==> config.mk <==
export PLATFORM = sky130hd
export DESIGN_NAME = fifo_rd_ctrl_flat
export DESIGN_NICKNAME = d
export VERILOG_FILES = /design/src/rtl/fifo_pkg.sv /design/src/rtl/fifo_rd_ctrl_if.sv /design/src/rtl/fifo_gray2bin.sv /design/src/rtl/fifo_rd_ctrl.sv /design/src/flat_wrapper.sv
export SDC_FILE = /design/constraint.sdc
export NUM_CORES = 1
export LEC_CHECK = 0
export CORE_MARGIN = 2
export CORE_UTILIZATION = 43
export CTS_CLUSTER_DIAMETER = 60
export DETAILED_ROUTE_END_ITERATION = 8
export GPL_TIMING_DRIVEN = 0
export PLACE_DENSITY = 0.77
export SYNTH_ARGS = -nofsm -noshare
export SYNTH_HDL_FRONTEND = slang
export SYNTH_SLANG_ARGS = --single-unit
==> constraint.sdc <==
create_clock -name rclk -period 5.73 [get_ports rclk]
set_input_delay 1.4325 -clock rclk [delete_from_list [all_inputs] [get_ports rclk]]
set_output_delay 1.4325 -clock rclk [all_outputs]
set_load 0.1 [all_outputs]
==> src/rtl/fifo_pkg.sv <==
// fifo_pkg: shared defaults and Gray/binary helpers for both FIFO controllers.
// Rev 1.0
`default_nettype none

package fifo_pkg;

  localparam int FIFO_DATASIZE = 8;
  localparam int FIFO_ADDRSIZE = 4;

  // Operands are zero-extended pointers; callers truncate the result to ADDRSIZE+1 bits.
  function automatic logic [31:0] bin2gray(input logic [31:0] bin);
    return bin ^ (bin >> 1);
  endfunction

  function automatic logic [31:0] gray2bin(input logic [31:0] gray);
    logic [31:0] bin;
    bin = gray;
    for (int i = 1; i < 32; i++) begin
      bin = bin ^ (gray >> i);
    end
    return bin;
  endfunction

endpackage

`default_nettype wire

==> src/rtl/fifo_rd_ctrl_if.sv <==
// fifo_rd_ctrl_if: read-side memory, pointer-exchange and output-stream signals.
// Rev 1.0
`default_nettype none

interface fifo_rd_ctrl_if
  import fifo_pkg::*;
#(
  parameter int DATASIZE = FIFO_DATASIZE,
  parameter int ADDRSIZE = FIFO_ADDRSIZE
) ();

  logic [ADDRSIZE:0]   rq2_wptr;
  logic [DATASIZE-1:0] rdata;
  logic [ADDRSIZE-1:0] raddr;
  logic [ADDRSIZE:0]   rptr;
  logic                rempty;
  logic                raempty;
  logic [ADDRSIZE:0]   rcount;
  logic [DATASIZE-1:0] dout;
  logic                dout_valid;
  logic                dout_ready;

  modport master (
    input  rq2_wptr, rdata, dout_ready,
    output raddr, rptr, rempty, raempty, rcount, dout, dout_valid
  );

  modport slave (
    output rq2_wptr, rdata, dout_ready,
    input  raddr, rptr, rempty, raempty, rcount, dout, dout_valid
  );

endinterface

`default_nettype wire

==> src/rtl/fifo_gray2bin.sv <==
// fifo_gray2bin: combinational Gray-to-binary converter (XOR of all bits at or above each position).
// Rev 1.0
`default_nettype none

module fifo_gray2bin #(
  parameter int W = 5
) (
  input  logic [W-1:0] gray_i,
  output logic [W-1:0] bin_o
);

  for (genvar i = 0; i < W; i++) begin : g_bit
    assign bin_o[i] = ^(gray_i >> i);
  end

endmodule

`default_nettype wire

==> src/rtl/fifo_rd_ctrl.sv <==
// fifo_rd_ctrl: async-FIFO read controller with Gray pointer, flags, fill level and FWFT output register.
// Rev 1.0
`default_nettype none

module fifo_rd_ctrl
  import fifo_pkg::*;
#(
  parameter int DATASIZE      = FIFO_DATASIZE,
  parameter int ADDRSIZE      = FIFO_ADDRSIZE,
  parameter int AEMPTY_THRESH = 2
) (
  input logic            rclk,
  input logic            rrst,
  fifo_rd_ctrl_if.master bus
);

  localparam int              PTRW       = ADDRSIZE + 1;
  localparam logic [PTRW-1:0] AEMPTY_LVL = PTRW'(AEMPTY_THRESH);

  logic [PTRW-1:0]     rbin_q, rbin_d;
  logic [PTRW-1:0]     rptr_q, rptr_d;
  logic [PTRW-1:0]     rcount_q, rcount_d;
  logic                rempty_q, rempty_d;
  logic [DATASIZE-1:0] dout_q, dout_d;
  logic                dout_valid_q, dout_valid_d;
  logic [PTRW-1:0]     wbin;
  logic                rinc;

  fifo_gray2bin #(.W(PTRW)) u_wptr_g2b (
    .gray_i (bus.rq2_wptr),
    .bin_o  (wbin)
  );

  always_comb begin
    rinc         = !rempty_q && (!dout_valid_q || bus.dout_ready);
    rbin_d       = rbin_q + PTRW'(rinc);
    rptr_d       = PTRW'(bin2gray(32'(rbin_d)));
    rempty_d     = (rptr_d == bus.rq2_wptr);
    // Fill level is taken against the post-pop pointer so it already reflects this edge's read.
    rcount_d     = wbin - rbin_d;
    dout_d       = dout_q;
    dout_valid_d = dout_valid_q;
    if (rinc) begin
      dout_d       = bus.rdata;
      dout_valid_d = 1'b1;
    end else if (bus.dout_ready) begin
      dout_valid_d = 1'b0;
    end
  end

  always_ff @(posedge rclk) begin
    if (rrst) begin
      rbin_q       <= '0;
      rptr_q       <= '0;
      rcount_q     <= '0;
      rempty_q     <= 1'b1;
      dout_q       <= '0;
      dout_valid_q <= 1'b0;
    end else begin
      rbin_q       <= rbin_d;
      rptr_q       <= rptr_d;
      rcount_q     <= rcount_d;
      rempty_q     <= rempty_d;
      dout_q       <= dout_d;
      dout_valid_q <= dout_valid_d;
    end
  end

  assign bus.raddr      = rbin_q[ADDRSIZE-1:0];
  assign bus.rptr       = rptr_q;
  assign bus.rempty     = rempty_q;
  assign bus.raempty    = (rcount_q <= AEMPTY_LVL);
  assign bus.rcount     = rcount_q;
  assign bus.dout       = dout_q;
  assign bus.dout_valid = dout_valid_q;

endmodule

`default_nettype wire

==> src/flat_wrapper.sv <==
// flat-port wrapper written by rule: the top's interface ports become plain ports
module fifo_rd_ctrl_flat import fifo_pkg::*;
#(
  parameter int DATASIZE      = FIFO_DATASIZE,
  parameter int ADDRSIZE      = FIFO_ADDRSIZE,
  parameter int AEMPTY_THRESH = 2
)
  (rclk, rrst, bus_rq2_wptr, bus_rdata, bus_dout_ready, bus_raddr, bus_rptr, bus_rempty, bus_raempty, bus_rcount, bus_dout, bus_dout_valid);
  fifo_rd_ctrl_if #(.DATASIZE(DATASIZE), .ADDRSIZE(ADDRSIZE)) bus_i ();
  input logic rclk;
  input logic rrst;
  input wire logic [$bits(bus_i.rq2_wptr)-1:0] bus_rq2_wptr;
  input wire logic [$bits(bus_i.rdata)-1:0] bus_rdata;
  input wire logic [$bits(bus_i.dout_ready)-1:0] bus_dout_ready;
  output wire logic [$bits(bus_i.raddr)-1:0] bus_raddr;
  output wire logic [$bits(bus_i.rptr)-1:0] bus_rptr;
  output wire logic [$bits(bus_i.rempty)-1:0] bus_rempty;
  output wire logic [$bits(bus_i.raempty)-1:0] bus_raempty;
  output wire logic [$bits(bus_i.rcount)-1:0] bus_rcount;
  output wire logic [$bits(bus_i.dout)-1:0] bus_dout;
  output wire logic [$bits(bus_i.dout_valid)-1:0] bus_dout_valid;
  assign bus_i.rq2_wptr = bus_rq2_wptr;
  assign bus_i.rdata = bus_rdata;
  assign bus_i.dout_ready = bus_dout_ready;
  assign bus_raddr = bus_i.raddr;
  assign bus_rptr = bus_i.rptr;
  assign bus_rempty = bus_i.rempty;
  assign bus_raempty = bus_i.raempty;
  assign bus_rcount = bus_i.rcount;
  assign bus_dout = bus_i.dout;
  assign bus_dout_valid = bus_i.dout_valid;
  fifo_rd_ctrl #(.DATASIZE(DATASIZE), .ADDRSIZE(ADDRSIZE), .AEMPTY_THRESH(AEMPTY_THRESH)) u_core (.rclk(rclk), .rrst(rrst), .bus(bus_i));
endmodule
Word level (Yosys, flattened, before mapping)
Index checks and enable logic that the tools add are counted.
Widths: inputs -> output; s select.

storage, ports and cells
  output and inout bits = 25
  bits of input ports = 16
  bits in registers = 25

operators by class
  multiplexer cells = 2
  $add $sub $neg = 2
  equality and inequality tests = 1
  bitwise gates (word level) = 1
  reductions and logical operators = 10
  $lt $le $gt $ge = 1

operators by type and width
  kind                number
  $reduce_xor 5->1    5
  $add 5x1->5         1
  $eq 5x5->1          1
  $le 5x2->1 const B  1
  $sub 5x5->5         1
  $xor 5x4->5         1
  $logic_not 1->1     2
  $mux 1              2
  $reduce_bool 2->1   1
  $logic_and 1x1->1   1
  $logic_or 1x1->1    1

Logic depth before layout (Yosys ltp)
Gate-level depths: netlist (run 1).

  depth in word-level cells = 6
  gate-level depth with buffers = 12

Hierarchy
A second synthesis (run 1) with hierarchy kept.

unflattened totals
  cells, all modules = 115
  area, all modules = 1174.9 um^2

by module, submodules not included
  module         instances  area each (um^2)  cells each
  fifo_rd_ctrl   1          1102.3            109
  fifo_gray2bin  1          72.6              6

Worst setup path after synthesis (run 1)
Ideal clock, no wire load.

  path kind = reg2out
  from = reg u_core.rcount_q[1], in the netlist u_core.bus.rcount[1]
  to = out bus_raempty
  slack = -1.192 ns
  stages on the path, launching flop included = 2
  data arrival time = 5.490 ns
  cell sequence = dfxtp_1 -> a2111oi_0

on the way
  longest elaborated chain between the ends = 1

ends and longest elaborated chain
  what                      RTL line            RTL
  start: declaration        fifo_rd_ctrl.sv:22  logic [PTRW-1:0] rcount_q, rcount_d;
  start signal: assignment  fifo_rd_ctrl.sv:62  rcount_q <= rcount_d;
  $le 5x2->1                fifo_rd_ctrl.sv:72  assign bus.raempty = (rcount_q <= AEMPTY_LVL);
  end: declaration          flat_wrapper.sv:18  output wire logic [$bits(bus_i.raempty)-1:0] bus_raempty;

Every way passes these cells.

Worst setup path in the final report (run 1)
  from = in bus_dout_ready
  to = reg u_core.rcount_q[4], in the netlist u_core.bus.rcount[4]

on the way
  longest elaborated chain between the ends = 4

ends and longest elaborated chain
  what                RTL line            RTL
  start: declaration  flat_wrapper.sv:14  input wire logic [$bits(bus_i.dout_ready)-1:0] bus_dout_ready;
  $logic_or 1x1->1    fifo_rd_ctrl.sv:35  rinc = !rempty_q && (!dout_valid_q || bus.dout_ready);
  $logic_and 1x1->1   fifo_rd_ctrl.sv:35
  $add 5x1->5         fifo_rd_ctrl.sv:36  rbin_d = rbin_q + PTRW'(rinc);
  $sub 5x5->5         fifo_rd_ctrl.sv:40  rcount_d = wbin - rbin_d;

Every way passes these cells.
A chain may end at the register's enable or synchronous reset.

==> results.yml, run 1 <==
worst_setup_path:
  critPathArrivalTime_ps: 4270
  path_delay_family: "adder cells"
  worst-path-buf-inv: 3
  path_cells: "clkdlybuf4s50_1 -> nand2b_1 -> nor2b_1 -> buf_2 -> ha_1 -> ha_1 -> xor2_1 -> inv_1 -> ha_1 -> a21o_1 -> a21oi_1 -> xor2_1 -> nor2_1"
  cpMaxStageDelayCell: "clkdlybuf4s50_1"
  max_stage_delay_ps: 450
  crit_type: "primary input to flop"
  crit_top_cell: "ha_1"
  cp_max_fo: 9
  reg2reg_depth: 12
  cp-end-kind: "flop"
  critical_path_required_ps: 5930
  worst-path-stages: 13
  cp-start-kind: "primary input"
power:
  comb_power_share_pct: 50.3
  p_clk_share_pct: 13.2
  power.switching_w: 0.000244
  seqPwrFrac_pct: 36.5
  powerDensity_mw_per_mm2: 342
  p_int_w: 0.000283
  p_leak_nw: 0.629
  p_sw_share_pct: 46.3
  vdd_drop_max_uv: 278
layout:
  fin_cells: 184
  n_antenna_cell: 0
  area.growth.synth_to_final_pct: 42.9
  finalNetCount: 179
  layout_common_cells: "clkdlybuf4s50_1, dfxtp_1, nor2_1, xor2_1, xnor2_1"
  mostFrequentLayoutCell: "clkdlybuf4s50_1"
  fillers: 214
  final_layout_size_suffix_gt1_share_pct: 2.60
timing:
  fin_crit_sh_pct: 71.0
  drv_slew: 0
  fmax_ghz: 0.246
  setup_viol: 0
  post-route-min-period_ps: 4070
  grt_setup_unrepaired: "no"
  finalClockSkew_ps: 7.56
  hold_violations: 0
  layout_setup_ws_ps: 1660
  worst_slew_pin_slew_ps: 976
  relSlewSlack_pct: 34.7
  tns_ps: 0
clock_tree:
  postCtsHoldBufs: 0
  clock-sinks: 24
  htreeDepth: 1
  cts_tree: "yes"
  insertion_delay_ps: 310
  max-clock-path-buffers: 2
  cts_buffers: 3
  clkSlewWorstSetupHoldPaths_ps: 120
  cts_root_buf: "clkbuf_4"
  cts_setup_buffers: 0
  cts_resized: 0
synth:
  ys_ff_latch: 24
  postSynthCellCount: 111
  ys_types: 20
  synth_area_leader_cell: "dfxtp_1"
  yosys-top-cells-area: "dfxtp_1, xor2_1, nor2_1"
  yosys_warnings: 0
  syn_area_mm2: 0.00108
  yosys.area.top_type_share_pct: 44.6
  postSynthAreaPerCell_um2: 9.71
  yosysSeqAreaShare_pct: 44.6
  syn_nets: 134
routing:
  remaining_drc_errors: 0
  via_per_inst: 4.73
  avgRoutedWirePerCell_um: 11.3
  via_count: 870
  ant_nets: 0
  firstDrtPassIters: 5
  drt_iter0_drc: 5
  wl_um: 2090
grt:
  grt_pass1_vias: 782
  grt_max_degree: 13
  grt_pass1_wl_um: 3220
  overflow: 0
  antenna_found_initial: 0
  groute.usage.overall_pct: 15.5
die:
  die_h_um: 54.1
  core_mm2: 0.00243
  start_util_pct: 44.3
  ioPinCount: 41
  die_area_mm2: 0.00292
  fp.dieW_um: 54.1
  rows: 18
place:
  dp.final_hpwl_um: 1710
  dp_cells: 181
  io_buffers: 40
  place_congestion: 0.845
  pre_cts_ws_ps: 1320
worst_hold_path:
  hp-class: "flop to flop"
  hold_depth: 1
flow_run:
  max-cap-violations: 0
status:
  outcome: "finished clean"
worst paths after layout:
check,from,endpoint,slack (ps)
max,bus_dout_ready,u_core.bus.rcount[4]$_SDFF_PP0_,1660
min reg2reg,u_core.bus.rempty$_SDFF_PP1_,u_core.bus.dout_valid$_SDFFE_PP0P_,470
min,u_core.bus.rempty$_SDFF_PP1_,u_core.bus.dout_valid$_SDFFE_PP0P_,470
max reg2reg,u_core.bus.dout_valid$_SDFFE_PP0P_,u_core.bus.rcount[4]$_SDFF_PP0_,2940
layer usage:
layer,vias up,wire length (um),global-route usage [%]
li1,451,-,-
met1,380,922,18.3
met4,0,23,5.00
met2,37,945,27.2
met3,2,195,4.17
met5,-,0,0
cell usage after synthesis (all sizes together):
cell type and count:
a2111oi 1, a21o 2, a21oi 4, a41o 1, buf 1, clkbuf 2, dfxtp 24, fa 1
ha 6, inv 3, mux2i 8, nand2 4, nand2b 1, nand3 2, nor2 22, nor2b 5
nor3 1, o21ai 2, xnor2 9, xor2 12
logic make-up after synthesis:
kind of cell | after synthesis | share of synthesized area, %
adder cells (fa/ha/maj) | 7 | 8.83
AND/OR/NAND/NOR | 35 | 13.9
XOR/XNOR | 21 | 17.1
AO/OA/AOI/OAI | 10 | 5.92
multiplexers | 8 | 7.43
flip-flops | 24 | 44.6
buffers and inverters | 6 | 2.21
area by class of cell:
class                   instances  area, um2  share of cell area (%)
flip-flops and latches         24        480                    31.2
clock buffers                   3       22.5                    1.46
plain buffers                   3       12.5                   0.813
repair buffers                 40        400                    26.0
inverters                       3       11.3                   0.732
well taps                      30       37.5                    2.44
multi-input cells              81        574                    37.3
power groups by stage:
stage | registers (W) | clock network, W | logic [W]
2_1_floorplan | 0.000320 | 0 | 0.0000807
3_3_place_gp | 0.000196 | 0 | 0.000263
3_5_place_dp | 0.000196 | 0 | 0.000266
4_1_cts | 0.000192 | 0.0000715 | 0.000266
5_1_grt | 0.000194 | 0.0000797 | 0.000279
6_report | 0.000192 | 0.0000697 | 0.000265
registers in the layout (all words and copies together) (netlist names):
name,cells
u_core.bus.dout,8
u_core.bus.dout_valid,1
u_core.bus.rcount,5
u_core.bus.rempty,1
u_core.bus.rptr,5
u_core.rbin_q,4
worst reg2reg max path: cells and delay by family (launching register included):
kind,cells,cell delay (ps)
xor gates and xnor gates,2,450
buffers and inverters,2,440
DFF,1,330
adders and majority gates,3,900
AOI/OAI and AO/OA,2,330
and+or+nand+nor,3,250
stage by stage:
step / instance area, um2 / utilization, % / power, W / hold WS [ps]
floorplan: 1080 / - / 0.000401 / 903
global placement: 1520 / 62.3 / 0.000459 / 444
detailed placement: 1520 / 62.3 / 0.000462 / 456
CTS: 1540 / 63.3 / 0.000530 / 472
global route: 1540 / 63.3 / 0.000553 / 490
finish: 1540 / 63.3 / 0.000526 / 467
Power figures use the tool's default switching activity.
==> run 2, diff against run 1 <==
Settings changed: CORE_UTILIZATION 43 to 38, PLACE_DENSITY 0.77 to 0.71.
Clock period 5.73 ns to 3.4 ns, I/O delays scaled along.
==> run 2 against run 1 <==
  * First-iteration DRC count shrank 20%
  * Largest cell class unchanged
  * Design area grew 6.8%
  * Combinational power up 75%
  * Sequential cell count stayed put
  * Count of clock-buffer cells in the layout is the same
  * Clock power grew to 3.0 times the previous value
  * Global-route usage barely moved
  * Non-clock buffer count increased by 1
  * Via count decreased by 1.5%
==> results.yml, run 2 (same netlist as run 1, synthesis figures left out) <==
worst_setup_path:
  crit_type: "primary input to flop"
  rr_endpoint: "u_core.bus.rcount[4]$_SDFF_PP0_"
  reg2reg_depth: 12
  cp_max_fo: 2
  cp-start-kind: "primary input"
  critical_path_required_ps: 3620
  reg2reg_from: "u_core.bus.dout_valid$_SDFFE_PP0P_"
  critPathArrivalTime_ps: 3450
  cp-end-kind: "flop"
  r2r_setup_slack_ps: 860
die:
  rows: 19
  die_h_um: 57.2
  ioPinCount: 41
  die_area_mm2: 0.00328
  start_util_pct: 39.4
  core_mm2: 0.00273
  fp.dieW_um: 57.2
layout:
  largest_reg_flops: 8
  fin_area_mm2: 0.00164
  layout_common_cells: "clkdlybuf4s50_1, dfxtp_1, nor2_1, xnor2_1"
  fillers: 244
  utilization_pct: 60.1
  ff_latch_area_um2: 480
  mostFrequentLayoutCell: "clkdlybuf4s50_1"
  finalNetCount: 180
  final_layout_size_suffix_gt1_share_pct: 8.33
  area.growth.synth_to_final_pct: 52.6
  n_antenna_cell: 0
  multi_input_area_um2: 638
clock_tree:
  clock-sinks: 24
  cts_tree: "yes"
  htreeDepth: 1
  cts_root_buf: "clkbuf_4"
  clkSlewWorstSetupHoldPaths_ps: 140
  cts_buffers: 3
  insertion_delay_ps: 320
  postCtsHoldBufs: 0
  max-clock-path-buffers: 2
timing:
  fmax_ghz: 0.309
  post-route-min-period_ps: 3240
  grt_setup_unrepaired: "no"
  setup_viol: 0
  drv_slew: 0
  relSlewSlack_pct: 34.0
  fin_crit_sh_pct: 95.2
  hold_violations: 0
  layout_setup_ws_ps: 165
  worst_slew_pin_slew_ps: 988
  finalClockSkew_ps: 4.15
routing:
  drt_iter0_drc: 4
  via_per_inst: 4.58
  remaining_drc_errors: 0
  ant_nets: 0
  via_count: 857
  wl_um: 2340
  firstDrtPassIters: 3
  avgRoutedWirePerCell_um: 12.5
place:
  place_congestion: 0.785
  dp.final_hpwl_um: 1790
  placed_area_mm2: 0.00154
  pre_cts_ws_ps: -386
  io_buffers: 40
power:
  vdd_drop_max_uv: 398
  powerDensity_mw_per_mm2: 612
  p_total_w: 0.00101
  p_leak_nw: 0.653
worst_hold_path:
  hold_depth: 1
  min-delay-start: "u_core.bus.rempty$_SDFF_PP1_"
  hp-class: "flop to flop"
  timing.hold.worst_endpoint: "u_core.bus.dout_valid$_SDFFE_PP0P_"
grt:
  grt_max_degree: 15
  overflow: 0
  antenna_found_initial: 0
  grt_pass1_vias: 846
  groute.usage.overall_pct: 15.5
  grt_pass1_wl_um: 3900
flow_run:
  max-cap-violations: 0
status:
  outcome: "finished clean"
-- run 2: power by group --
| group | switching [W] | internal (W) | total (W) |
|---|---|---|---|
| logic | 0.000326 | 0.000138 | 0.000465 |
| clock network | 0.0000896 | 0.000119 | 0.000209 |
| registers | 0.0000217 | 0.000310 | 0.000332 |
| total | 0.000438 | 0.000568 | 0.00101 |
-- run 2: final cells by class --
| type | count | share of cell area, % |
|---|---|---|
| Multi-Input combinational cell | 81 | 38.8 |
| Sequential cell | 24 | 29.2 |
| Timing Repair Buffer | 41 | 24.8 |
| Tap cell | 31 | 2.36 |
| Clock inverter | 1 | 1.83 |
| Clock buffer | 3 | 1.37 |
| Buffer | 3 | 0.913 |
| Inverter | 3 | 0.685 |
-- run 2: what timing repair did --
action                                 CTS  global route
pin swaps                                0             3
setup endpoints to repair                1             1
setup buffers                            0             1
endpoints found under the hold margin    0             0
resized for setup                        2             6
-- run 2: critical path: stages --
cell and delay, ps:
clkdlybuf4s50_1 530, xor2_2 220, xor2_2 250, xor2_2 210, xnor2_1 140, ha_1 160, inv_1 60, fa_1 450
a21o_1 210, a21oi_2 140, xor2_1 150, nor2_1 50
-- run 2: metrics by stage --
step	hold slack (ps)	TNS [ps]	std cells
3_3_place_gp	445	-624	182
2_1_floorplan	903	0	111
3_5_place_dp	454	-684	182
4_1_cts	474	0	186
6_report	466	0	187
5_1_grt	509	0	187
-- run 2: layer usage --
metal | part of all wire [%] | track usage, % | vias to the layer above
met5 | 0 | 0 | -
met4 | 2.3 | 7.97 | 0
met3 | 2.7 | 2.49 | 5
met2 | 51 | 25.5 | 16
met1 | 44 | 19.7 | 387
li1 | - | - | 449
-- run 2: worst max path at each step --
stage / start / endpoint
4_1_cts: bus_rq2_wptr[3] / u_core.bus.rcount[4]$_SDFF_PP0_
5_1_grt: bus_dout_ready / u_core.bus.rcount[4]$_SDFF_PP0_
3_5_place_dp: bus_dout_ready / u_core.bus.rcount[4]$_SDFF_PP0_
6_report: bus_rq2_wptr[3] / u_core.bus.rcount[4]$_SDFF_PP0_
3_3_place_gp: bus_dout_ready / u_core.bus.rcount[4]$_SDFF_PP0_
2_1_floorplan: u_core.bus.dout_valid$_SDFFE_PP0P_ / u_core.bus.rcount[4]$_SDFF_PP0_
